===== src/rtl/mult_pkg.sv =====
// rtl/mult_pkg.sv - shared mode constants, product helper and configuration checks for mult_pipe_param
package mult_pkg;

  localparam logic MULT_UNSIGNED = 1'b0;
  localparam logic MULT_SIGNED   = 1'b1;

  localparam int MIN_OPW = 2;
  localparam int MAX_OPW = 32;
  localparam int MIN_PW  = 1;
  localparam int MAX_PW  = 64;
  localparam int MIN_PL  = 1;
  localparam int MAX_PL  = 4;

  // Widen a w-bit operand to 64 bits, replicating its msb when signed.
  function automatic logic [63:0] extend_operand(input logic [31:0] v, input int w,
                                                 input logic sign);
    logic [63:0] mask;
    logic [63:0] r;
    logic        msb;
    mask = (64'd1 << w) - 64'd1;
    r    = {32'd0, v} & mask;
    msb  = |({32'd0, v} & (64'd1 << (w - 1)));
    if ((sign == MULT_SIGNED) && msb) begin
      r = r | ~mask;
    end
    return r;
  endfunction

  // Low 64 bits of the extended product are exact for any operand pair up to 32x32,
  // so truncating them to wp bits gives both the modulo wrap and the sign/zero fill.
  function automatic logic [63:0] ext_product(input logic [31:0] a, input logic [31:0] b,
                                              input logic sign, input int wa, input int wb,
                                              input int wp);
    logic [63:0] full;
    logic [63:0] keep;
    full = extend_operand(a, wa, sign) * extend_operand(b, wb, sign);
    keep = (wp >= MAX_PW) ? '1 : ((64'd1 << wp) - 64'd1);
    return full & keep;
  endfunction

  function automatic bit cfg_ok(input int wa, input int wb, input int wp, input int pl);
    return (wa >= MIN_OPW) && (wa <= MAX_OPW) &&
           (wb >= MIN_OPW) && (wb <= MAX_OPW) &&
           (wp >= MIN_PW)  && (wp <= MAX_PW)  &&
           (pl >= MIN_PL)  && (pl <= MAX_PL);
  endfunction

endpackage


===== src/rtl/mult_pipe_stage.sv =====
// rtl/mult_pipe_stage.sv - enable-gated pipeline register slice carrying valid and data
module mult_pipe_stage
  import mult_pkg::*;
#(
  parameter int W = 8
) (
  input  logic         clk,
  input  logic         resetn,
  input  logic         en,
  input  logic         valid_in,
  input  logic [W-1:0] data_in,
  output logic         valid_q,
  output logic [W-1:0] data_q
);

  // Shift on enable; a bubble moves the valid bit but keeps the last data word.
  always_ff @(posedge clk) begin
    if (!resetn) begin
      valid_q <= 1'b0;
      data_q  <= '0;
    end else if (en) begin
      valid_q <= valid_in;
      if (valid_in) begin
        data_q <= data_in;
      end
    end
  end

endmodule


===== src/rtl/mult_pipe_param.sv =====
// rtl/mult_pipe_param.sv - parametrised pipelined multiplier top; MULT_ACC_EN adds output accumulation
module mult_pipe_param
  import mult_pkg::*;
#(
  parameter int WIDTHA   = 16,
  parameter int WIDTHB   = 16,
  parameter int WIDTHP   = 32,
  parameter int PIPELINE = 2
) (
  input  logic              Clock,
  input  logic              Reset_n,
  input  logic [WIDTHA-1:0] DataA_,
  input  logic [WIDTHB-1:0] DataB_,
  input  logic              Sign,
`ifdef MULT_ACC_EN
  input  logic              Acc_en,
  input  logic              Acc_clr,
`endif
  input  logic              In_valid,
  output logic              In_ready,
  output logic [WIDTHP-1:0] Result,
  output logic              Out_valid,
  input  logic              Out_ready
);

  // operand slice: {acc_en, acc_clr, sign, a, b}; product slices: {acc_en, acc_clr, product}
  localparam int OPW   = WIDTHA + WIDTHB + 3;
  localparam int PRW   = WIDTHP + 2;
  localparam int NCH   = (PIPELINE > 1) ? PIPELINE - 1 : 1;
  localparam int LASTI = (PIPELINE > 1) ? PIPELINE - 2 : 0;

  if (!cfg_ok(WIDTHA, WIDTHB, WIDTHP, PIPELINE)) begin : g_cfg_err
    $error("mult_pipe_param: WIDTHA/WIDTHB/WIDTHP/PIPELINE out of range");
  end

  logic              advance;
  logic              acc_en_in;
  logic              acc_clr_in;
  logic              op_v;
  logic [OPW-1:0]    op_q;
  logic              mul_valid;
  logic              mul_acc;
  logic              mul_clr;
  logic              mul_sign;
  logic [WIDTHA-1:0] mul_a;
  logic [WIDTHB-1:0] mul_b;
  logic [WIDTHP-1:0] mul_p;
  logic [WIDTHP-1:0] fin_d;
  logic              chain_v [NCH];
  logic [PRW-1:0]    chain_d [NCH];

`ifdef MULT_ACC_EN
  assign acc_en_in  = Acc_en;
  assign acc_clr_in = Acc_clr;
`else
  assign acc_en_in  = 1'b0;
  assign acc_clr_in = 1'b0;
`endif

  // The whole pipe moves together whenever the output slot is free or being drained.
  assign advance  = !Out_valid || Out_ready;
  assign In_ready = advance;

  // Multiplier sees the raw inputs in a single-stage pipe, the registered operands otherwise.
  always_comb begin
    if (PIPELINE == 1) begin
      mul_valid = In_valid;
      {mul_acc, mul_clr, mul_sign, mul_a, mul_b} =
        {acc_en_in, acc_clr_in, Sign, DataA_, DataB_};
    end else begin
      mul_valid = op_v;
      {mul_acc, mul_clr, mul_sign, mul_a, mul_b} = op_q;
    end
  end

  assign mul_p = WIDTHP'(ext_product(32'(mul_a), 32'(mul_b), mul_sign,
                                     WIDTHA, WIDTHB, WIDTHP));

  assign chain_v[0] = mul_valid;
  assign chain_d[0] = {mul_acc, mul_clr, mul_p};

  // Value loaded into the output register: plain product, or running sum when accumulating.
  always_comb begin
    fin_d = chain_d[LASTI][WIDTHP-1:0];
`ifdef MULT_ACC_EN
    if (chain_d[LASTI][WIDTHP+1]) begin
      fin_d = (chain_d[LASTI][WIDTHP] ? '0 : Result) + chain_d[LASTI][WIDTHP-1:0];
    end
`endif
  end

  if (PIPELINE == 1) begin : g_no_opnd
    assign op_v = 1'b0;
    assign op_q = '0;
  end

  for (genvar k = 0; k < PIPELINE; k++) begin : g_stage
    if (k == PIPELINE - 1) begin : g_out
      mult_pipe_stage #(.W(WIDTHP)) u_stage (
        .clk      (Clock),
        .resetn   (Reset_n),
        .en       (advance),
        .valid_in (chain_v[LASTI]),
        .data_in  (fin_d),
        .valid_q  (Out_valid),
        .data_q   (Result)
      );
    end else if (k == 0) begin : g_opnd
      mult_pipe_stage #(.W(OPW)) u_stage (
        .clk      (Clock),
        .resetn   (Reset_n),
        .en       (advance),
        .valid_in (In_valid),
        .data_in  ({acc_en_in, acc_clr_in, Sign, DataA_, DataB_}),
        .valid_q  (op_v),
        .data_q   (op_q)
      );
    end else begin : g_prod
      mult_pipe_stage #(.W(PRW)) u_stage (
        .clk      (Clock),
        .resetn   (Reset_n),
        .en       (advance),
        .valid_in (chain_v[k-1]),
        .data_in  (chain_d[k-1]),
        .valid_q  (chain_v[k]),
        .data_q   (chain_d[k])
      );
    end
  end

endmodule


===== config.mk =====
export PLATFORM = sky130hd
export DESIGN_NAME = mult_pipe_param
export DESIGN_NICKNAME = d
export VERILOG_FILES = /design/src/rtl/mult_pkg.sv /design/src/rtl/mult_pipe_stage.sv /design/src/rtl/mult_pipe_param.sv
export SDC_FILE = /design/constraint.sdc
export NUM_CORES = 1
export LEC_CHECK = 0
export CAP_MARGIN = 40
export CORE_MARGIN = 2
export CORE_UTILIZATION = 40
export CTS_BUF_LIST = sky130_fd_sc_hd__clkbuf_8
export DETAILED_ROUTE_END_ITERATION = 10
export PLACE_DENSITY = 0.56
export SYNTH_ARGS = -nofsm -noshare
export SYNTH_HDL_FRONTEND = slang
export SYNTH_HIERARCHICAL = 1
export SYNTH_SLANG_ARGS = --single-unit

===== constraint.sdc =====
create_clock -name Clock -period 7.8 [get_ports Clock]
set_input_delay 0.78 -clock Clock [delete_from_list [all_inputs] [get_ports Clock]]
set_output_delay 0.78 -clock Clock [all_outputs]
set_load 0.03 [all_outputs]

* Word-level counts from Yosys, hierarchy flattened
Cells that the tools add are included.
Cells by class: multiply operators 1, mux-type cells 2, reduce and logical (&&, ||, !) cells 6
Operators by type and width (number):
- $mux W64 | 2
- $mul A64 B64 Y32 | 1
- $reduce_and A2 Y1 | 2
- $logic_and A1 B1 Y1 | 2
- $logic_not A1 Y1 | 1
- $logic_or A1 B1 Y1 | 1
Word-level totals: register bits after elaboration 67, input port bits 37, output and inout bits 34, logic and storage cells 13

* Depth between registers and ports, before layout
Gate-level depths: netlist of run 1.
depth after elaboration 3, depth in mapped cells 30, mapped depth without buffers 29

* Modules after synthesis
The synthesis of run 1 kept the hierarchy.
Modules (own cells, without submodules):
- mult_pipe_param | times used 1, cells each 1376, area each 12901.1 µm², seq. area each 0.0 µm²
- mult_pipe_stage (g_stage[0].g_opnd.u_stage) | times used 1, cells each 164, area each 1497.7 µm², seq. area each 720.7 µm²
- mult_pipe_stage (g_stage[1].g_out.u_stage) | times used 1, cells each 150, area each 1427.6 µm², seq. area each 660.6 µm²

* Least setup slack after synthesis of run 1
No wires, ideal clock.
kind reg-to-reg, start reg g_stage[0].g_opnd.u_stage.data_q[32], end reg g_stage[1].g_out.u_stage.data_q[28], library setup time 0.067 ns, arrival time 7.033 ns, data required time 7.733 ns, setup slack 0.700 ns, cell stages (with the launch flop) 28, buffers on the path 3, period minus slack after synthesis 7.100 ns, path through dfxtp_1 -> clkbuf_1 -> and2_1 -> clkbuf_1 -> nand2_1 -> inv_1 -> fa_1 -> fa_1 -> fa_1 -> inv_1 -> fa_1 -> inv_1 -> fa_1 -> inv_1 -> fa_1 -> inv_1 -> fa_1 -> fa_1 -> ha_1 -> clkbuf_1 -> nand2_1 -> o21a_1 -> a211oi_2 -> a21oi_1 -> or4_1 -> o311ai_1 -> nand4_1 -> o21ai_2
RTL lines:
- from (decl) | line mult_pipe_stage.sv:13 | output logic [W-1:0] data_q
- from (signal assigned) | line mult_pipe_stage.sv:24 | data_q <= data_in;
- to (signal assigned) | line mult_pipe_stage.sv:24
- to (decl) | line mult_pipe_stage.sv:13

==> Flow_metrics.wiki, run 1 <==
{| class="wikitable"
! Metric !! Value
|-
| Cell internal pwr || 0.000802 W
|-
| Number of buffers inserted during clock tree synthesis || 9
|-
| Total negative slack for setup checks || 0 ns
|-
| Highest attainable clock frequency || 0.137 GHz
|-
| Final Hold Slack || 0.457 ns
|-
| Number of violations reported at the end of detailed-routing iteration 0 || 478
|-
| Clock tree root driver cell || sky130_fd_sc_hd__clkbuf_8
|-
| Post-DP HPWL || 33.1 mm
|-
| Overall fraction of global-route tracks in use || 0.212
|-
| Gate Count Post-Synth || 1681
|-
| Full die area || 41000 um2
|-
| Layout Cell Area excl Fill || 17200 um2
|-
| Final weighted congestion of routability-driven global placement || 0.892
|-
| Postcts setup bufs || 0
|-
| Row count || 72
|-
| Number of global-route vias before repair || 12.9k
|-
| Min-Delay Path Class || reg -> reg
|-
| Power density of the placed cells || 80.3 nW/um2
|-
| Worst skew pair latency || 0.40 ns
|-
| Worst Tran Pin Value || 0.792 ns
|-
| Leakage power || 8.33 nW
|-
| Warnings, synthesis || 6
|-
| Residual overflow from global routing || 0
|-
| Total of buffers placed on input and output ports || 70
|-
| Worst setup slack after layout || 0.489 ns
|-
| Worst relative slew slack || 0.472
|-
| Kind of critical path || reg -> reg
|-
| Final number of hold-violating endpoints || 0
|-
| Number of vias in the routed layout || 11.3k
|-
| Wire length of the first global-routing pass || 67.8 mm
|-
| Antenna violations before repair || 0
|-
| CP max FO || 18
|-
| Net switching share of the total power || 0.419
|-
| Synth Net Count || 2180
|-
| Initial core utilization || 0.407
|-
| Switching Power || 0.000579 W
|-
| Die Height || 202 um
|-
| Largest voltage drop on the vdd net || 57.6 uV
|-
| Total Nets Final || 2212
|-
| Mapped Area || 15800 um2
|-
| Area Overhead vs Synth || 9.16%
|-
| Width of the chip || 202 um
|-
| Finish-stage setup viols || 0
|-
| Total placed instance area || 17000 um2
|-
| Final number of max-transition violations || 0
|-
| Portion of total power attributed to the clock network || 0.250
|-
| Cell depth of the worst flop-to-flop path || 22
|-
| Capturing point of the worst reg2reg path || g_stage[1].g_out.u_stage/data_q[30]$_SDFFE_PN0P_
|-
| Power consumption || 0.00138 W
|-
| Run status || complete, no violations
|-
| Top-Level Pins || 71
|-
| Final antenna diode count || 0
|-
| Share of the cycle needed by the critical path after routing || 0.937
|-
| Register-to-register path setup slack || 0.49 ns
|-
| Endpoint of the worst hold-timing path || g_stage[1].g_out.u_stage/data_q[3]$_SDFFE_PN0P_
|-
| Clock tree from TritonCTS || yes
|-
| Setup repair after global routing missed its margin || no
|-
| Clock H-tree levels || 3
|-
| Critical path data arrival time || 7.64 ns
|-
| Kind of end point of the critical path || register
|-
| Routed vias/inst || 5.06
|-
| TritonCTS Sinks || 67
|-
| Worst Path Required || 8.13 ns
|-
| DR pass1 iterations || 7
|-
| Setup Slack @ Placement || 0.310 ns
|-
| Layout cells sized above 1 || 0.0774
|-
| # DRC || 0
|-
| Core Region || 38700 um2
|-
| Share of total power in sequential cells || 0.297
|-
| Combinational fraction of design power || 0.454
|-
| Mean instance size in the synthesized netlist || 9.37 um2
|-
| Buffer levels on the longest clock path || 2
|-
| Final clock skew || 0.0160 ns
|-
| Depth of the worst hold-timing path || 2
|-
| Launching element type of the critical path || register
|-
| Antenna-violating nets left || 0
|-
| Number of violations of the max-capacitance limit || 0
|-
| Origin of the worst min-delay path || g_stage[1].g_out.u_stage/data_q[3]$_SDFFE_PN0P_
|-
| Maximum number of pins on one net before global-route repair || 72
|-
| Worst reg2reg path startpoint || g_stage[0].g_opnd.u_stage/data_q[5]$_SDFFE_PN0P_
|-
| Post-CTS clock slew at the launch and capture registers of the worst setup and hold paths || 0.08 ns
|-
| WL per Instance || 17.6 um
|-
| Minimum clock period || 7.31 ns
|-
| Total routed wirelength || 39.4 mm
|}
power groups by stage:
stage / Combinational (W) / Sequential (W) / Clock (W)
CTS: 0.000636 / 0.000409 / 0.000353
floorplan: 0.000438 / 0.000411 / 0
detailed placement: 0.000632 / 0.000417 / 0
global route: 0.000715 / 0.000414 / 0.000365
finish: 0.000626 / 0.000409 / 0.000345
global placement: 0.000620 / 0.000419 / 0
sequential cells by signal, summed over array words and instances, names as in the netlist:
register,count
g_stage.g_out.u_stage/data_q,32
g_stage.g_out.u_stage/valid_q,1
g_stage.g_opnd.u_stage/valid_q,1
g_stage.g_opnd.u_stage/data_q,33
placed cells by master (no fill, tap or decap), types with 3 or more instances in the layout:
cell and n:
sky130_fd_sc_hd__fa_1 333, sky130_fd_sc_hd__inv_1 321, sky130_fd_sc_hd__nand2_1 184, sky130_fd_sc_hd__and2_1 171, sky130_fd_sc_hd__ha_1 129, sky130_fd_sc_hd__clkdlybuf4s50_1 69
sky130_fd_sc_hd__nand4_1 66, sky130_fd_sc_hd__dfxtp_1 65, sky130_fd_sc_hd__o21ai_2 60, sky130_fd_sc_hd__xnor2_1 53, sky130_fd_sc_hd__buf_4 39, sky130_fd_sc_hd__a21oi_1 37
sky130_fd_sc_hd__nor2_1 31, sky130_fd_sc_hd__and3_1 23, sky130_fd_sc_hd__o21ai_0 12, sky130_fd_sc_hd__xor2_1 11, sky130_fd_sc_hd__o21a_1 10, sky130_fd_sc_hd__clkbuf_8 9
sky130_fd_sc_hd__a21o_1 8, sky130_fd_sc_hd__o211ai_1 6, sky130_fd_sc_hd__nand2b_1 5, sky130_fd_sc_hd__nor3_1 5, sky130_fd_sc_hd__o21ai_1 5, sky130_fd_sc_hd__o21bai_1 5
sky130_fd_sc_hd__a211oi_2 4, sky130_fd_sc_hd__nand3_1 4, sky130_fd_sc_hd__and2_4 3, sky130_fd_sc_hd__a211oi_1 3, sky130_fd_sc_hd__nor2b_1 3
worst max-delay path, cell delays in order, from the launching register on:
cell and delay [ns]:
sky130_fd_sc_hd__dfxtp_1 0.72, sky130_fd_sc_hd__nand2_1 0.26, sky130_fd_sc_hd__fa_1 0.59, sky130_fd_sc_hd__inv_1 0.16
sky130_fd_sc_hd__fa_1 0.67, sky130_fd_sc_hd__inv_1 0.14, sky130_fd_sc_hd__fa_1 0.50, sky130_fd_sc_hd__inv_1 0.06
sky130_fd_sc_hd__fa_1 0.53, sky130_fd_sc_hd__fa_1 0.45, sky130_fd_sc_hd__fa_1 0.50, sky130_fd_sc_hd__fa_1 0.49
sky130_fd_sc_hd__inv_1 0.05, sky130_fd_sc_hd__fa_1 0.49, sky130_fd_sc_hd__inv_1 0.04, sky130_fd_sc_hd__ha_1 0.35
sky130_fd_sc_hd__nor2_1 0.08, sky130_fd_sc_hd__o21ba_2 0.21, sky130_fd_sc_hd__nand2b_1 0.19, sky130_fd_sc_hd__or4_1 0.48
sky130_fd_sc_hd__nand3_1 0.08, sky130_fd_sc_hd__nand4_1 0.07, sky130_fd_sc_hd__o21ai_1 0.10
timing repair:
action	in CTS	in global routing
resized for setup	0	6
setup endpoints to repair	0	5
hold buffers	0	0
layer usage:
layer,share of wire,vias up,track usage
met3,0.023,70,0.0195
met2,0.53,184,0.390
met5,0,-,0
met1,0.40,5794,0.252
li1,-,5273,-
met4,0.044,0,0.0905
area by class of cell:
class	count	area, um2
fill	3832	21500
multi-input combinational	1205	12800
sequential	67	1340
inverter	320	1200
timing repair buffer	110	1020
tap	518	648
clock buffer	9	124
clock inverter	7	93.8
per-stage QoR:
| step | utilization | std cells |
|---|---|---|
| 4_1_cts | 0.444 | 2236 |
| 2_1_floorplan | - | 1681 |
| 3_3_place_gp | 0.437 | 2218 |
| 3_5_place_dp | 0.438 | 2220 |
| 6_report | 0.444 | 2236 |
| 5_1_grt | 0.444 | 2236 |
how the worst max path moves through the flow:
stage / start / endpoint / cells after the start
final: g_stage[0].g_opnd.u_stage/data_q[5]$_SDFFE_PN0P_ / g_stage[1].g_out.u_stage/data_q[30]$_SDFFE_PN0P_ / 22
after global routing: g_stage[0].g_opnd.u_stage/data_q[4]$_SDFFE_PN0P_ / g_stage[1].g_out.u_stage/data_q[31]$_SDFFE_PN0P_ / 23
after CTS: g_stage[0].g_opnd.u_stage/data_q[31]$_SDFFE_PN0P_ / g_stage[1].g_out.u_stage/data_q[31]$_SDFFE_PN0P_ / 25
after detailed placement: g_stage[0].g_opnd.u_stage/data_q[31]$_SDFFE_PN0P_ / g_stage[1].g_out.u_stage/data_q[31]$_SDFFE_PN0P_ / 25
after global placement: g_stage[0].g_opnd.u_stage/data_q[31]$_SDFFE_PN0P_ / g_stage[1].g_out.u_stage/data_q[29]$_SDFFE_PN0P_ / 25
after floorplan: g_stage[0].g_opnd.u_stage/data_q[32]$_SDFFE_PN0P_ / g_stage[1].g_out.u_stage/data_q[28]$_SDFFE_PN0P_ / 27
Power figures use the tool's default switching activity.
==> inputs of run 2 (changes only) <==
--- a/config.mk
+++ b/config.mk
@@ -6,10 +6,12 @@
 export NUM_CORES = 1
 export LEC_CHECK = 0
 export CAP_MARGIN = 40
+export CORE_ASPECT_RATIO = 1.75
 export CORE_MARGIN = 2
 export CORE_UTILIZATION = 40
 export CTS_BUF_LIST = sky130_fd_sc_hd__clkbuf_8
 export DETAILED_ROUTE_END_ITERATION = 10
+export GPL_ROUTABILITY_DRIVEN = 1
 export PLACE_DENSITY = 0.56
 export SYNTH_ARGS = -nofsm -noshare
 export SYNTH_HDL_FRONTEND = slang
==> run 2 against run 1 <==
Clock skew decreased by 0.0054 ns; sequential share of layout area about the same; non-clock buffer count increased by 4; largest cell class unchanged; register-to-register slack got worse by 0.02 ns; first-iteration DRC count increased by 13%; cell count decreased by 1.0%; wire length increased by 14%; worst hold slack improved by 0.0042 ns; worst setup slack got worse by 0.023 ns; design area increased by 0.15%; largest power group unchanged; clock-buffer cell count increased by 1; clock power increased by 12%.
==> Flow_metrics.wiki, run 2 (synthesis results as in run 1) <==
{| class="wikitable"
! Metric !! Value
|-
| Buffer levels on the longest clock path || 2 (unchanged)
|-
| Inst Count DP || 2196 (-1.1%)
|-
| Finish-stage setup viols || 0 (unchanged)
|-
| Biggest register || g_stage.g_opnd.u_stage/data_q
|-
| # DRC || 0 (unchanged)
|-
| Overall fraction of global-route tracks in use || 0.236 (+0.0237)
|-
| Routed vias/inst || 5.26 (+3.8%)
|-
| Total Nets Final || 2216 (+0.18%)
|-
| Postcts setup bufs || 0 (unchanged)
|-
| # fillers || 3813 (-0.50%)
|-
| Core Region || 39000 um2 (+0.77%)
|-
| Layout cells sized above 1 || 0.0784 (+0.000982)
|-
| WL per Instance || 20.3 um (+15%)
|-
| Antenna violations before repair || 1 (+1)
|-
| Destination of the critical timing path || g_stage[1].g_out.u_stage/data_q[31]$_SDFFE_PN0P_
|-
| Number of violations of the max-capacitance limit || 0 (unchanged)
|-
| Highest attainable clock frequency || 0.136 GHz (-0.32%)
|-
| Total negative slack for setup checks || 0 ns (unchanged)
|-
| Top-Level Pins || 71 (unchanged)
|-
| Hold-fix buffer count after cts || 0 (unchanged)
|-
| Kind of critical path || reg -> reg
|-
| Cell with the most instances on the worst path || sky130_fd_sc_hd__fa_1
|-
| CP max FO || 18 (unchanged)
|-
| Post-DP HPWL || 38.0 mm (+15%)
|-
| Area Overhead vs Synth || 9.32%
|-
| DR pass1 iterations || 5 (-2)
|-
| Largest voltage drop on the vdd net || 70.1 uV (+22%)
|-
| Most used cells in the layout excluding fill and tap cells || sky130_fd_sc_hd__fa_1, sky130_fd_sc_hd__inv_1, sky130_fd_sc_hd__nand2_1, sky130_fd_sc_hd__and2_1, sky130_fd_sc_hd__ha_1
|-
| Maximum number of pins on one net before global-route repair || 71 (-1.4%)
|-
| Cell depth of the worst flop-to-flop path || 23 (+4.5%)
|-
| Full die area || 41000 um2 (+0.15%)
|-
| Final Hold Slack || 0.461 ns (+0.00420 ns)
|-
| Crit path buffers/inverters || 4 (-1)
|-
| Largest registers || g_stage.g_opnd.u_stage/data_q x33, g_stage.g_out.u_stage/data_q x32
|-
| Flip-flop count of the largest register after layout || 33 (unchanged)
|-
| Worst relative slew slack || 0.464 (-0.00825)
|-
| Capturing point of the worst reg2reg path || g_stage[1].g_out.u_stage/data_q[31]$_SDFFE_PN0P_
|-
| Final std cells w/o fill || 2213 (-1.0%)
|-
| Total routed wirelength || 45.0 mm (+14%)
|-
| Final clock skew || 0.0106 ns (-0.00543 ns)
|-
| Launching element type of the critical path || register
|-
| Worst skew pair latency || 0.39 ns (about the same)
|-
| Setup crit start || g_stage[0].g_opnd.u_stage/data_q[3]$_SDFFE_PN0P_
|-
| Max stage delay on crit path || 0.69 ns (-0.03 ns)
|-
| Worst Tran Pin Value || 0.803 ns (+0.0113 ns)
|-
| Wire length of the first global-routing pass || 72.4 mm (+6.8%)
|-
| Post-CTS clock slew at the launch and capture registers of the worst setup and hold paths || 0.09 ns (about the same)
|-
| Kind of end point of the critical path || register
|-
| Worst reg2reg path startpoint || g_stage[0].g_opnd.u_stage/data_q[3]$_SDFFE_PN0P_
|-
| Initial core utilization || 0.404 (-0.00313)
|-
| Clock H-tree levels || 3 (unchanged)
|-
| Final number of max-transition violations || 0 (unchanged)
|-
| Leakage power || 8.36 nW (+0.38%)
|-
| Worst Path Required || 8.12 ns (about the same)
|-
| TritonCTS Sinks || 67 (unchanged)
|-
| Power density of the placed cells || 84.1 nW/um2 (+4.7%)
|-
| Most common library cell in the layout ignoring fill and taps || sky130_fd_sc_hd__fa_1
|-
| Row count || 96 (+33%)
|-
| Die Height || 267 um (+32%)
|-
| Number of cells upsized or downsized after cts || 0 (unchanged)
|-
| Final weighted congestion of routability-driven global placement || 0.894 (+0.24%)
|-
| Total of buffers placed on input and output ports || 70 (unchanged)
|-
| Antenna-violating nets left || 0 (unchanged)
|-
| Clock tree from TritonCTS || yes
|-
| Final number of hold-violating endpoints || 0 (unchanged)
|-
| Critical-path top delay cell || sky130_fd_sc_hd__dfxtp_1
|-
| Register-to-register path setup slack || 0.47 ns (-0.02 ns)
|-
| Setup repair after global routing missed its margin || no
|-
| Residual overflow from global routing || 0 (unchanged)
|-
| Cell family with most CP delay || adder cells
|-
| Share of the cycle needed by the critical path after routing || 0.940 (+0.00300)
|-
| Number of vias in the routed layout || 11.6k (+2.8%)
|-
| Clock tree root driver cell || sky130_fd_sc_hd__clkbuf_8
|-
| Number of buffers inserted during clock tree synthesis || 9 (unchanged)
|-
| Run status || complete, no violations
|-
| Number of global-route vias before repair || 13.4k (+4.1%)
|-
| Critical path data arrival time || 7.66 ns (+0.02 ns)
|-
| Minimum clock period || 7.33 ns (+0.0234 ns)
|-
| Logic depth of the worst path, buffers included || 23 (+4.5%)
|-
| Min-Delay Path Class || reg -> reg
|-
| Width of the chip || 154 um (-24%)
|-
| Number of violations reported at the end of detailed-routing iteration 0 || 539 (+13%)
|-
| Crit-path cells || and3_1, inv_1, fa_1, fa_1, inv_1, fa_1, inv_1, fa_1, inv_1, fa_1, fa_1, fa_1, fa_1, ha_1, a21oi_1, o21ai_0, o22ai_1, a21oi_1, a41oi_1, a31oi_1, xnor2_1, nand4_1, o21ai_2
|}
## run 2: changes by cell type in the layout (fill, tap and decap cells not counted), moves of 2 or more
cell                       before  now
sky130_fd_sc_hd__buf_8          0    4
sky130_fd_sc_hd__dfxtp_2        2    0
sky130_fd_sc_hd__dfxtp_1       65   67
sky130_fd_sc_hd__buf_4         39   41
sky130_fd_sc_hd__clkinv_4       2    0
## run 2: through the flow
stage,cell area [um2],power [W],worst slack [ns],utilization
floorplan,15800,0.000849,0.700,-
global placement,16900,0.00107,0.512,0.433
detailed placement,17000,0.00108,0.417,0.435
CTS,17200,0.00147,0.378,0.441
global route,17200,0.00155,0.0783,0.441
finish,17200,0.00145,0.465,0.441
## run 2: worst min path at each step
stage                                                                 start                                                 to  slack (ns)  cells past startpoint
after global routing       g_stage[1].g_out.u_stage/data_q[22]$_SDFFE_PN0P_   g_stage[1].g_out.u_stage/data_q[22]$_SDFFE_PN0P_        0.48                      2
after global placement     g_stage[1].g_out.u_stage/data_q[28]$_SDFFE_PN0P_   g_stage[1].g_out.u_stage/data_q[28]$_SDFFE_PN0P_        0.45                      2
after CTS                  g_stage[1].g_out.u_stage/data_q[19]$_SDFFE_PN0P_   g_stage[1].g_out.u_stage/data_q[19]$_SDFFE_PN0P_        0.46                      2
after floorplan           g_stage[0].g_opnd.u_stage/data_q[16]$_SDFFE_PN0P_  g_stage[0].g_opnd.u_stage/data_q[16]$_SDFFE_PN0P_        0.44                      2
after detailed placement   g_stage[1].g_out.u_stage/data_q[19]$_SDFFE_PN0P_   g_stage[1].g_out.u_stage/data_q[19]$_SDFFE_PN0P_        0.45                      2
final                      g_stage[1].g_out.u_stage/data_q[19]$_SDFFE_PN0P_   g_stage[1].g_out.u_stage/data_q[19]$_SDFFE_PN0P_        0.46                      2
## run 2: layout make-up
class                           count  area [um2]  share of cell area
Inverter                          320        1200              0.0698
Multi-Input combinational cell   1205       12800               0.741
Antenna cell                        1        2.50            0.000145
Sequential cell                    67        1340              0.0779
Timing Repair Buffer              114        1060              0.0615
Clock buffer                       10         138             0.00799
Tap cell                          490         613              0.0356
Clock inverter                      6         111             0.00647
## run 2: tightest hold or removal path: cells and delay by family (launching register included)
kind	cells	cell delay, ns
DFF	1	0.31
AOI/OAI and AO/OA	1	0.04
and+or+nand+nor	1	0.07
## run 2: routing by layer
metal	GRT usage	vias to the layer above	wire length, um
li1	-	5276	-
met4	0.202	0	4590
met5	0	-	0
met3	0.0112	148	887
met2	0.470	277	25900
met1	0.213	5933	13600
## run 2: report_power, final
group	internal [W]	total (W)	switching [W]	leakage [nW]
registers	0.000364	0.000405	0.0000409	0.548
clock network	0.000222	0.000388	0.000166	0.123
logic	0.000266	0.000655	0.000389	7.69
==> inputs of run 3 (changes only) <==
--- a/config.mk
+++ b/config.mk
@@ -8,11 +8,11 @@
 export CAP_MARGIN = 40
 export CORE_ASPECT_RATIO = 1.75
 export CORE_MARGIN = 2
-export CORE_UTILIZATION = 40
+export CORE_UTILIZATION = 38
 export CTS_BUF_LIST = sky130_fd_sc_hd__clkbuf_8
 export DETAILED_ROUTE_END_ITERATION = 10
 export GPL_ROUTABILITY_DRIVEN = 1
-export PLACE_DENSITY = 0.56
+export PLACE_DENSITY = 0.53
 export SYNTH_ARGS = -nofsm -noshare
 export SYNTH_HDL_FRONTEND = slang
 export SYNTH_HIERARCHICAL = 1
==> run 3 against run 2 <==
Clock power shrank 28%; critical path depth grew 1; first-iteration DRC count shrank 13%; clock-buffer cell count grew 1; cell count grew 2.5%; utilization shrank 2.0 points; design area is essentially flat; sequential power grew 1%; die area grew 5.2%; non-clock buffer count shrank 3; critical path type unchanged; highest routed layer unchanged.
==> Flow_metrics.wiki, run 3 (synthesis results as in run 1) <==
{| class="wikitable"
! Metric !! Value
|-
| Top-Level Pins || 71 (unchanged)
|-
| Row count || 98 (+2.1%)
|-
| Initial core utilization || 0.386 (-0.0177)
|-
| Most common library cell in the layout ignoring fill and taps || sky130_fd_sc_hd__fa_1
|-
| Width of the chip || 158 um (+2.5%)
|-
| Flip-flop count of the largest register after layout || 33 (unchanged)
|-
| Total of buffers placed on input and output ports || 70 (unchanged)
|-
| Minimum clock period || 7.32 ns (-0.0138 ns)
|-
| Post-DP HPWL || 38.2 mm (+0.63%)
|-
| Kind of end point of the critical path || register
|-
| Capturing point of the worst reg2reg path || g_stage[1].g_out.u_stage/data_q[31]$_SDFFE_PN0P_
|-
| Final number of hold-violating endpoints || 0 (unchanged)
|-
| CP max FO || 12 (-6)
|-
| Number of buffers inserted during clock tree synthesis || 9 (unchanged)
|-
| End-of-flow core utilization || 0.421 (-0.0196)
|-
| Clock tree from TritonCTS || yes
|-
| Finish-stage setup viols || 0 (unchanged)
|-
| Largest registers || g_stage.g_opnd.u_stage/data_q x33, g_stage.g_out.u_stage/data_q x32
|-
| Routed vias/inst || 5.11 (-2.8%)
|-
| Final number of max-transition violations || 0 (unchanged)
|-
| Post-CTS clock slew at the launch and capture registers of the worst setup and hold paths || 0.08 ns (about the same)
|-
| Number of violations of the max-capacitance limit || 0 (unchanged)
|-
| Power density of the placed cells || 78.3 nW/um2 (-6.9%)
|-
| Endpoint of the worst hold-timing path || g_stage[1].g_out.u_stage/data_q[6]$_SDFFE_PN0P_
|-
| Worst skew pair latency || 0.37 ns (-0.02 ns)
|-
| Final std cells w/o fill || 2268 (+2.5%)
|-
| Residual overflow from global routing || 0 (unchanged)
|-
| Depth of the worst hold-timing path || 2 (unchanged)
|-
| Critical path data arrival time || 7.63 ns (-0.03 ns)
|-
| Leakage power || 8.32 nW (-0.50%)
|-
| Kind of critical path || reg -> reg
|-
| TritonCTS Sinks || 67 (unchanged)
|-
| Maximum number of pins on one net before global-route repair || 85 (+20%)
|-
| Final clock skew || 0.0143 ns (+0.00369 ns)
|-
| Largest voltage drop on the vdd net || 104 uV (+48%)
|-
| DR pass1 iterations || 6 (+1)
|-
| Number of violations reported at the end of detailed-routing iteration 0 || 471 (-13%)
|-
| Antenna-violating nets left || 0 (unchanged)
|-
| Share of the cycle needed by the critical path after routing || 0.939 (-0.00177)
|-
| Highest attainable clock frequency || 0.137 GHz (+0.19%)
|-
| Cell depth of the worst flop-to-flop path || 24 (+4.3%)
|-
| Final weighted congestion of routability-driven global placement || 0.873 (-2.4%)
|-
| Inst Count DP || 2253 (+2.6%)
|-
| # DRC || 0 (unchanged)
|-
| WL per Instance || 20.1 um (-1.3%)
|-
| Overall fraction of global-route tracks in use || 0.229 (-0.00717)
|-
| Number of vias in the routed layout || 11.6k (-0.34%)
|-
| Layout cells sized above 1 || 0.0757 (-0.00268)
|-
| Launching element type of the critical path || register
|-
| Number of global-route vias before repair || 13.2k (-1.8%)
|-
| Final Hold Slack || 0.458 ns (-0.00252 ns)
|-
| Total Nets Final || 2213 (-0.14%)
|-
| Total negative slack for setup checks || 0 ns (unchanged)
|-
| Clock tree root driver cell || sky130_fd_sc_hd__clkbuf_8
|-
| Setup repair after global routing missed its margin || no
|-
| Origin of the worst min-delay path || g_stage[1].g_out.u_stage/data_q[6]$_SDFFE_PN0P_
|-
| Full die area || 43200 um2 (+5.2%)
|-
| Worst relative slew slack || 0.474 (+0.00964)
|-
| Area Overhead vs Synth || 9.25% (about the same)
|-
| Wire length of the first global-routing pass || 73.2 mm (+1.0%)
|-
| Min-Delay Path Class || reg -> reg
|-
| Worst Path Required || 8.11 ns (about the same)
|-
| Run status || complete, no violations
|-
| Buffer levels on the longest clock path || 2 (unchanged)
|-
| Die Height || 273 um (+2.6%)
|-
| Register-to-register path setup slack || 0.48 ns (about the same)
|-
| Antenna violations before repair || 1 (unchanged)
|-
| Clock H-tree levels || 3 (unchanged)
|-
| Biggest register || g_stage.g_opnd.u_stage/data_q
|-
| Most used cells in the layout excluding fill and tap cells || sky130_fd_sc_hd__fa_1, sky130_fd_sc_hd__inv_1, sky130_fd_sc_hd__nand2_1, sky130_fd_sc_hd__and2_1, sky130_fd_sc_hd__ha_1
|-
| Total routed wirelength || 45.5 mm (+1.1%)
|-
| Core Region || 40800 um2 (+4.6%)
|-
| Worst reg2reg path startpoint || g_stage[0].g_opnd.u_stage/data_q[8]$_SDFFE_PN0P_
|-
| Worst Tran Pin Value || 0.790 ns (-0.0134 ns)
|}
-- run 3: cell types whose count changed in the layout (fill, tap and decap cells not counted) --
cell / change
sky130_fd_sc_hd__bufinv_16: -3
sky130_fd_sc_hd__buf_16: +2
sky130_fd_sc_hd__inv_1: +1
sky130_fd_sc_hd__dfxtp_1: -1
sky130_fd_sc_hd__clkbuf_8: +1
sky130_fd_sc_hd__buf_8: -3
sky130_fd_sc_hd__buf_4: -2
sky130_fd_sc_hd__dfxtp_2: +1
sky130_fd_sc_hd__inv_6: -1
-- run 3: how the worst max path moves through the flow --
stage	start	slack, ns	to	cells past startpoint
final	g_stage[0].g_opnd.u_stage/data_q[8]$_SDFFE_PN0P_	0.48	g_stage[1].g_out.u_stage/data_q[31]$_SDFFE_PN0P_	24
after global routing	g_stage[0].g_opnd.u_stage/data_q[3]$_SDFFE_PN0P_	0.06	g_stage[1].g_out.u_stage/data_q[29]$_SDFFE_PN0P_	22
after CTS	g_stage[0].g_opnd.u_stage/data_q[8]$_SDFFE_PN0P_	0.34	g_stage[1].g_out.u_stage/data_q[31]$_SDFFE_PN0P_	24
after detailed placement	g_stage[0].g_opnd.u_stage/data_q[8]$_SDFFE_PN0P_	0.38	g_stage[1].g_out.u_stage/data_q[31]$_SDFFE_PN0P_	24
after global placement	g_stage[0].g_opnd.u_stage/data_q[8]$_SDFFE_PN0P_	0.38	g_stage[1].g_out.u_stage/data_q[31]$_SDFFE_PN0P_	24
after floorplan	g_stage[0].g_opnd.u_stage/data_q[32]$_SDFFE_PN0P_	0.70	g_stage[1].g_out.u_stage/data_q[28]$_SDFFE_PN0P_	27
-- run 3: layout make-up --
| class | count | area, um2 |
|---|---|---|
| fill | 4070 | 23600 |
| clock buffer | 11 | 151 |
| inverter | 320 | 1200 |
| antenna | 1 | 2.50 |
| sequential | 67 | 1340 |
| timing repair buffer | 111 | 1050 |
| multi-input combinational | 1205 | 12800 |
| clock inverter | 3 | 16.3 |
| tap | 550 | 688 |
-- run 3: stage by stage --
stage	power, W	setup slack, ns	instance area, um2
4_1_cts	0.00137	0.342	17200
5_1_grt	0.00145	0.0617	17200
2_1_floorplan	0.000849	0.700	15800
3_5_place_dp	0.00108	0.382	17000
6_report	0.00135	0.479	17200
3_3_place_gp	0.00107	0.377	17000
-- run 3: critical path: stages, from the launching register on --
cell                      delay, ns
sky130_fd_sc_hd__dfxtp_1       0.73
sky130_fd_sc_hd__buf_4         0.27
sky130_fd_sc_hd__nand2_1       0.09
sky130_fd_sc_hd__fa_1          0.56
sky130_fd_sc_hd__inv_1         0.14
sky130_fd_sc_hd__fa_1          0.58
sky130_fd_sc_hd__inv_1         0.08
sky130_fd_sc_hd__fa_1          0.56
sky130_fd_sc_hd__fa_1          0.48
sky130_fd_sc_hd__fa_1          0.56
sky130_fd_sc_hd__inv_1         0.05
sky130_fd_sc_hd__fa_1          0.48
sky130_fd_sc_hd__inv_1         0.05
sky130_fd_sc_hd__fa_1          0.48
sky130_fd_sc_hd__inv_1         0.06
sky130_fd_sc_hd__fa_1          0.40
sky130_fd_sc_hd__xnor2_1       0.28
sky130_fd_sc_hd__xnor2_1       0.19
sky130_fd_sc_hd__xnor2_1       0.17
sky130_fd_sc_hd__xnor2_1       0.16
sky130_fd_sc_hd__xnor2_1       0.11
sky130_fd_sc_hd__xnor2_1       0.38
sky130_fd_sc_hd__xnor2_1       0.17
sky130_fd_sc_hd__nand4_1       0.11
sky130_fd_sc_hd__o21ai_2       0.09
-- run 3: routing by layer --
metal	track usage	routed length [um]	up-vias
li1	-	-	5272
met1	0.216	14400	5980
met2	0.459	27000	228
met3	0.0112	607	115
met4	0.151	3510	0
met5	0	0	-
-- run 3: repair_timing --
item | 4_1_cts | 5_1_grt
hold buffers | 0 | 0
resized for setup | 0 | 2
endpoints found under the setup margin | 0 | 3
hold endpoints to repair | 0 | 0
buffers inserted | 0 | 0
-- run 3: report_power, final --
group          leakage (nW)  internal (W)  switching (W)
Combinational          7.68      0.000267       0.000391
Sequential            0.548      0.000364      0.0000460
Clock                0.0885      0.000128       0.000150
